`config.mk`:
```
export PLATFORM = sky130hd
export DESIGN_NAME = led_pattern_sequencer_flat
export DESIGN_NICKNAME = d
export VERILOG_FILES = /design/src/rtl/led_pattern_sequencer_if.sv /design/src/rtl/led_pattern_sequencer.sv /design/src/flat_wrapper.sv
export SDC_FILE = /design/constraint.sdc
export NUM_CORES = 1
export LEC_CHECK = 0
export CAP_MARGIN = 20
export CORE_MARGIN = 2
export CORE_UTILIZATION = 23
export DETAILED_ROUTE_END_ITERATION = 6
export GPL_TIMING_DRIVEN = 0
export SYNTH_ARGS = -nofsm -noshare
export SYNTH_HDL_FRONTEND = slang
export SYNTH_SLANG_ARGS = --single-unit
```
`constraint.sdc`:
```
create_clock -name clk -period 3.3 [get_ports clk]
set_input_delay 0.33 -clock clk [delete_from_list [all_inputs] [get_ports clk]]
set_output_delay 0.33 -clock clk [all_outputs]
set_load 0.1 [all_outputs]
```
`src/rtl/led_pattern_sequencer_if.sv`:
```
// Command pulses from the button front end and the resulting LED display state.
interface led_pattern_sequencer_if #(
    parameter int LED_W = 16
) ();
    logic             mode_next;
    logic             speed_up;
    logic             speed_down;
    logic             pause_toggle;
    logic [LED_W-1:0] led_out;
    logic [1:0]       mode;
    logic [1:0]       speed;
    logic             paused;
    logic             step_strobe;

    modport master (
        output mode_next, speed_up, speed_down, pause_toggle,
        input  led_out, mode, speed, paused, step_strobe
    );

    modport slave (
        input  mode_next, speed_up, speed_down, pause_toggle,
        output led_out, mode, speed, paused, step_strobe
    );
endinterface

```
`src/rtl/led_pattern_sequencer.sv`:
```
// LED bank sequencer: selectable pattern modes and step rates with pause/resume.
// A prescaler makes base ticks; a per-speed divider on those ticks decides when led_out steps.
module led_pattern_sequencer #(
    parameter int BASE_DIV = 1_250_000,
    parameter int LED_W    = 16
) (
    input logic                     clk,
    input logic                     reset_n,
    led_pattern_sequencer_if.slave  bus
);
    localparam int PRE_W = (BASE_DIV > 1) ? $clog2(BASE_DIV) : 1;
    localparam logic [PRE_W-1:0] PRE_LAST = PRE_W'(BASE_DIV - 1);

    localparam logic [1:0] MODE_ROT_L   = 2'd0;
    localparam logic [1:0] MODE_ROT_R   = 2'd1;
    localparam logic [1:0] MODE_BOUNCE  = 2'd2;
    localparam logic [1:0] MODE_BIN_CNT = 2'd3;

    localparam logic DIR_LEFT  = 1'b0;
    localparam logic DIR_RIGHT = 1'b1;

    logic [LED_W-1:0] led_q, led_d, led_step;
    logic [1:0]       mode_q, mode_d;
    logic [1:0]       speed_q, speed_d;
    logic             paused_q, paused_d;
    logic             strobe_q, strobe_d;
    logic [PRE_W-1:0] pre_q, pre_d;
    logic [2:0]       step_cnt_q, step_cnt_d;
    logic             dir_q, dir_d, dir_step;

    logic [2:0] div_last;
    logic       run;
    logic       base_tick;
    logic       step_due;
    logic       speed_inc;
    logic       speed_dec;

    always_comb begin
        unique case (speed_q)
            2'd0:    div_last = 3'd7;
            2'd1:    div_last = 3'd3;
            2'd2:    div_last = 3'd1;
            default: div_last = 3'd0;
        endcase
    end

    // Counting stops in the same cycle a pause is requested, so a step can never
    // land while paused; a resume pulse counts immediately.
    assign run       = ~paused_d;
    assign base_tick = run && (pre_q == PRE_LAST);
    assign step_due  = base_tick && (step_cnt_q == div_last);
    assign speed_inc = bus.speed_up && !bus.speed_down && (speed_q != 2'd3);
    assign speed_dec = bus.speed_down && !bus.speed_up && (speed_q != 2'd0);

    always_comb begin
        led_step = led_q;
        dir_step = dir_q;
        unique case (mode_q)
            MODE_ROT_L: led_step = {led_q[LED_W-2:0], led_q[LED_W-1]};
            MODE_ROT_R: led_step = {led_q[0], led_q[LED_W-1:1]};
            MODE_BOUNCE: begin
                // Turn on the end bit itself so each end value appears only once.
                if (dir_q == DIR_LEFT) begin
                    if (led_q[LED_W-1]) begin
                        dir_step = DIR_RIGHT;
                        led_step = led_q >> 1;
                    end else begin
                        led_step = led_q << 1;
                    end
                end else begin
                    if (led_q[0]) begin
                        dir_step = DIR_LEFT;
                        led_step = led_q << 1;
                    end else begin
                        led_step = led_q >> 1;
                    end
                end
            end
            MODE_BIN_CNT: led_step = led_q + LED_W'(1);
        endcase
    end

    always_comb begin
        led_d      = led_q;
        mode_d     = mode_q;
        speed_d    = speed_q;
        paused_d   = paused_q ^ bus.pause_toggle;
        strobe_d   = 1'b0;
        pre_d      = pre_q;
        step_cnt_d = step_cnt_q;
        dir_d      = dir_q;

        if (speed_inc) begin
            speed_d = speed_q + 2'd1;
        end else if (speed_dec) begin
            speed_d = speed_q - 2'd1;
        end

        if (bus.mode_next) begin
            mode_d     = mode_q + 2'd1;
            led_d      = (mode_q == MODE_BOUNCE) ? '0 : LED_W'(1);
            dir_d      = DIR_LEFT;
            pre_d      = '0;
            step_cnt_d = '0;
        end else begin
            if (run) begin
                pre_d = (pre_q == PRE_LAST) ? '0 : pre_q + PRE_W'(1);
            end
            if (step_due) begin
                step_cnt_d = '0;
                led_d      = led_step;
                dir_d      = dir_step;
                strobe_d   = 1'b1;
            end else if (base_tick) begin
                step_cnt_d = step_cnt_q + 3'd1;
            end
            if (speed_inc || speed_dec) begin
                step_cnt_d = '0;
            end
        end
    end

    always_ff @(posedge clk or negedge reset_n) begin
        if (!reset_n) begin
            led_q      <= LED_W'(1);
            mode_q     <= MODE_ROT_L;
            speed_q    <= 2'd0;
            paused_q   <= 1'b0;
            strobe_q   <= 1'b0;
            pre_q      <= '0;
            step_cnt_q <= 3'd0;
            dir_q      <= DIR_LEFT;
        end else begin
            led_q      <= led_d;
            mode_q     <= mode_d;
            speed_q    <= speed_d;
            paused_q   <= paused_d;
            strobe_q   <= strobe_d;
            pre_q      <= pre_d;
            step_cnt_q <= step_cnt_d;
            dir_q      <= dir_d;
        end
    end

    assign bus.led_out     = led_q;
    assign bus.mode        = mode_q;
    assign bus.speed       = speed_q;
    assign bus.paused      = paused_q;
    assign bus.step_strobe = strobe_q;
endmodule

```
`src/flat_wrapper.sv`:
```
// flat-port wrapper written by rule: the top's interface ports become plain ports
module led_pattern_sequencer_flat 
#(
    parameter int BASE_DIV = 1_250_000,
    parameter int LED_W    = 16
)
  (clk, reset_n, bus_mode_next, bus_speed_up, bus_speed_down, bus_pause_toggle, bus_led_out, bus_mode, bus_speed, bus_paused, bus_step_strobe);
  led_pattern_sequencer_if #(.LED_W(LED_W)) bus_i ();
  input logic clk;
  input logic reset_n;
  input wire logic [$bits(bus_i.mode_next)-1:0] bus_mode_next;
  input wire logic [$bits(bus_i.speed_up)-1:0] bus_speed_up;
  input wire logic [$bits(bus_i.speed_down)-1:0] bus_speed_down;
  input wire logic [$bits(bus_i.pause_toggle)-1:0] bus_pause_toggle;
  output wire logic [$bits(bus_i.led_out)-1:0] bus_led_out;
  output wire logic [$bits(bus_i.mode)-1:0] bus_mode;
  output wire logic [$bits(bus_i.speed)-1:0] bus_speed;
  output wire logic [$bits(bus_i.paused)-1:0] bus_paused;
  output wire logic [$bits(bus_i.step_strobe)-1:0] bus_step_strobe;
  assign bus_i.mode_next = bus_mode_next;
  assign bus_i.speed_up = bus_speed_up;
  assign bus_i.speed_down = bus_speed_down;
  assign bus_i.pause_toggle = bus_pause_toggle;
  assign bus_led_out = bus_i.led_out;
  assign bus_mode = bus_i.mode;
  assign bus_speed = bus_i.speed;
  assign bus_paused = bus_i.paused;
  assign bus_step_strobe = bus_i.step_strobe;
  led_pattern_sequencer #(.BASE_DIV(BASE_DIV), .LED_W(LED_W)) u_core (.clk(clk), .reset_n(reset_n), .bus(bus_i));
endmodule
```
==> parameters.txt <==
Parameter                              Value

Status
  Outcome    finished, final reports clean

Yosys
  Share of the synthesized area in the top cell type    ~37%
  Adder-cell share of the synthesized area    roughly 5.3%
  Net count after synthesis    349
  Average instance area after synthesis    roughly 9.3 um^2
  Post-Synth Simple-Gate Area    22.2%
  Cell types occupying the most area after synthesis    dfrtp_1 (37%), ha_1 (5.3%), xor2_1 (5.1%), a21oi_1 (3.3%), nor2_1 (3.2%)
  Proportion of synthesized chip area in sequential cells    38.3%
  Async set-reset flop share out of synthesis    between 90% and 100%
  Most frequently used flop master after synthesis    dfrtp_1
  Main combinational cell family by area after synthesis    simple AND/OR/NAND/NOR gates
  EDFF count, synth    0
  Post-Synth XOR/XNOR Area    between 8 and 9%
  Syn Inst Count    between 300 and 400
  Synthesized-area fraction occupied by ao, oa, aoi and oai cells    20.3%
  Flip-flop and latch count after synthesis    47
  Cell accounting for the most synthesized area    dfrtp_1
  Total standard cell area after synthesis    3070 um^2
  Distinct cell type count of the synthesized netlist    between 50 and 60
  Multiplexer share of the synthesized area    0.652%
  Number of synthesis warnings    0

CTS
  Number of buffers created by CTS    5
  Largest buffer count on any clock path    2
  Total clock sinks    47
  Later-pin clock latency in the skew report    between 0.2 and 0.3 ns
  TritonCTS clock tree    built
  Clk root buf    clkbuf_16
  H-tree levels    2
  Clock edge transition at the registers on the reported setup and hold paths    approximately 0.070 ns

Route
  Antenna Violating Nets Remaining    0
  DRC violations left    0
  Routed WL    roughly 7.6 mm
  Routed len/inst    14.0 um
  First-pass iteration count of the detailed router    5
  Vias per cell    just under 5
  Detailed-route via count    2,657
  DRC violation total after the first TritonRoute iteration    241

STA
  Relative slew slack    32.5%
  Final worst-path cycle share    82.2%
  Final setup violation count    0
  Setup TNS after final layout    0 ns
  Post-Route Skew    about 0.007 ns
  Measured slew at the worst slew-check pin    approximately 1.0 ns
  Upper clock frequency limit    368 MHz
  Final hold violation count    0
  Max-slew violations    0
  RSZ-0062 raised after global routing    false
  Worst slack on hold paths    roughly 0.49 ns
  Minimum clock period    approximately 2.7 ns

Setup path
  Max Fanout on Critical Path    10
  Sort of element at the start of the critical path    register
  Critical Path RT    3.49 ns
  Worst Reg-to-Reg Cells    7
  Setup slack on the worst flop-to-flop path    0.59 ns
  Worst Path Arrival    between 2 and 3 ns
  Path type of the worst setup path    reg2reg
  Endpoint class of the critical path    register

Cells and area
  # diodes    0
  Design area    approximately 3700 um^2
  Final core utilization    28.4%
  # nets final    slightly below 400
  Layout cells sized above 1    6.27%
  Layout overhead on the synthesized area    21.6%

Pwr
  Pleak    1.46 nW
  Part of the power in registers    32.3%
  Peak VDD IR    0.183 mV
  Switching part of the total    45.1%
  Power Internal    0.00120 W
  Power after layout    0.00218 W
  Clk network pwr share    23.7%
  Power share of the combinational group    a little over two fifths
  Power density cells    584 nW/um^2
  Net switching power    0.000981 W

Global routing
  Initial antenna violation count    0
  Aggregate global routing overflow    0
  Overall global routing resource usage    between 10% and 20%
  Wire length of the first global-routing pass    12.9 mm
  Number of global-route vias before repair    2,570
  Largest net degree at the start of global routing    33

Die
  Number of cell rows    42
  Core Area    13,100 um^2
  Area of the die    14,300 um^2
  Effective utilization at floorplan    23.4%
  Die Span X    120 um
  Floorplan die height    120 um
  I/O pin cnt    28

Placement
  Global placement routability congestion    0.826
  Half-perimeter wire length after detailed placement    approximately 5.5 mm
  Total cell area at the placement stage    3580 um^2
  Quantity of I/O buffers inserted on ports    27

Job
  Number of maximum-capacitance constraint violations    0

Min path
  Class of the most critical hold timing path    in2async
==> Yosys cell counts (9+ instances only) <==
cell and n:
inv_1 18, a21oi_1 20, xnor2_1 11, nor2_1 26
dfrtp_1 46, nand3_1 19, xor2_1 18, o2bb2ai_1 9
ha_1 13, o21ai_0 14, nand2_1 24
==> stage by stage <==
stage | std cells | worst slack [ns]
floorplan | 330 | 0.160
global placement | 533 | 0.479
detailed placement | 534 | 0.588
CTS | 543 | 0.564
global route | 543 | 0.415
finish | 543 | 0.586
==> metal layers <==
| metal | GRT usage, % | routed length (um) | up-vias |
|---|---|---|---|
| met2 | 17.5 | 3550 | 66 |
| met1 | 14.6 | 3500 | 1293 |
| met4 | 3.01 | 129 | 0 |
| met5 | 0 | 0 | - |
| li1 | - | - | 1285 |
| met3 | 3.09 | 404 | 13 |
==> cell usage in the layout, fill, tap and decap left out, types with 3 or more instances in the layout <==
master and instances:
dfrtp_1 46, nand3_1 19, nor4_1 5, a21oi_1 20
and4_1 4, a222oi_1 7, buf_2 3, xor2_1 18
a21o_1 6, nor2_1 26, clkbuf_1 8, a221oi_1 4
ha_1 13, a22o_1 4, xnor2_1 11, nand4b_1 3
o2bb2ai_1 9, or3_1 4, nand2_1 24, nor3_1 4
clkdlybuf4s50_1 26, a221o_1 3, clkbuf_16 5, buf_1 5
inv_1 18, o21ai_0 14, nand4_1 7, nor2b_1 3
nand2b_1 4, and3_1 6
==> what timing repair did <==
item,4_1_cts,5_1_grt
hold buffers,1,0
gates resized for setup,0,0
endpoints found under the hold margin,15,0
buffers inserted,0,0
==> path summary, 6_finish.rpt <==
check	start	endpoint
min in group clk	u_core.bus.mode[0]$_DFFE_PN0P_	u_core.bus.mode[0]$_DFFE_PN0P_
max in group asynchronous	reset_n	u_core.bus.led_out[0]$_DFFE_PN1P_
worst max register to register	u_core.bus.speed[0]$_DFFE_PN0P_	u_core.bus.led_out[14]$_DFFE_PN0P_
worst max-delay path	u_core.bus.speed[0]$_DFFE_PN0P_	u_core.bus.led_out[14]$_DFFE_PN0P_
worst min register to register	u_core.bus.mode[0]$_DFFE_PN0P_	u_core.bus.mode[0]$_DFFE_PN0P_
worst min-delay path	reset_n	u_core.pre_q[9]$_DFFE_PN0P_
==> critical path: stages (launching register included) <==
cell	delay [ns]
dfrtp_1	0.46
inv_1	0.10
ha_1	0.23
or3_4	0.34
a2111oi_4	0.55
o2111ai_2	0.35
buf_2	0.31
o31ai_1	0.28
==> sequential cells by signal (all words and copies together) (netlist names) <==
register	cells
u_core.bus.led_out	16
u_core.step_cnt_q	3
u_core.pre_q	21
u_core.bus.step_strobe	1
u_core.bus.mode	2
u_core.bus.paused	1
u_core.dir_q	1
u_core.bus.speed	2
==> area by class of cell <==
type                            count  area, um^2
Clock buffer                        6         129
Inverter                           19        71.3
Clock inverter                      2        17.5
Multi-Input combinational cell    249        1760
Buffer                             15        66.3
Timing Repair Buffer               29         295
Fill cell                        1425        9410
Tap cell                          176         220
Sequential cell                    47        1180
==> power by group through the flow <==
stage	registers (W)	clock network (W)	logic [W]
after floorplan	0.000968	0	0.000458
after global placement	0.000712	0	0.000938
after detailed placement	0.000713	0	0.000956
after CTS	0.000705	0.000526	0.000960
after global routing	0.000714	0.000551	0.00104
final	0.000704	0.000516	0.000958
==> cells by family (layout without fill, tap and decap cells) <==
kind of cell,count (synthesis),in the layout
AOI/OAI and AO/OA,82,82
xor gates and xnor gates,30,30
adders and majority gates,13,13
buffers and inverters,34,71
DFF,47,47
muxes,2,2
and+or+nand+nor,122,122
Note: power is estimated with default switching activity, not from simulation.
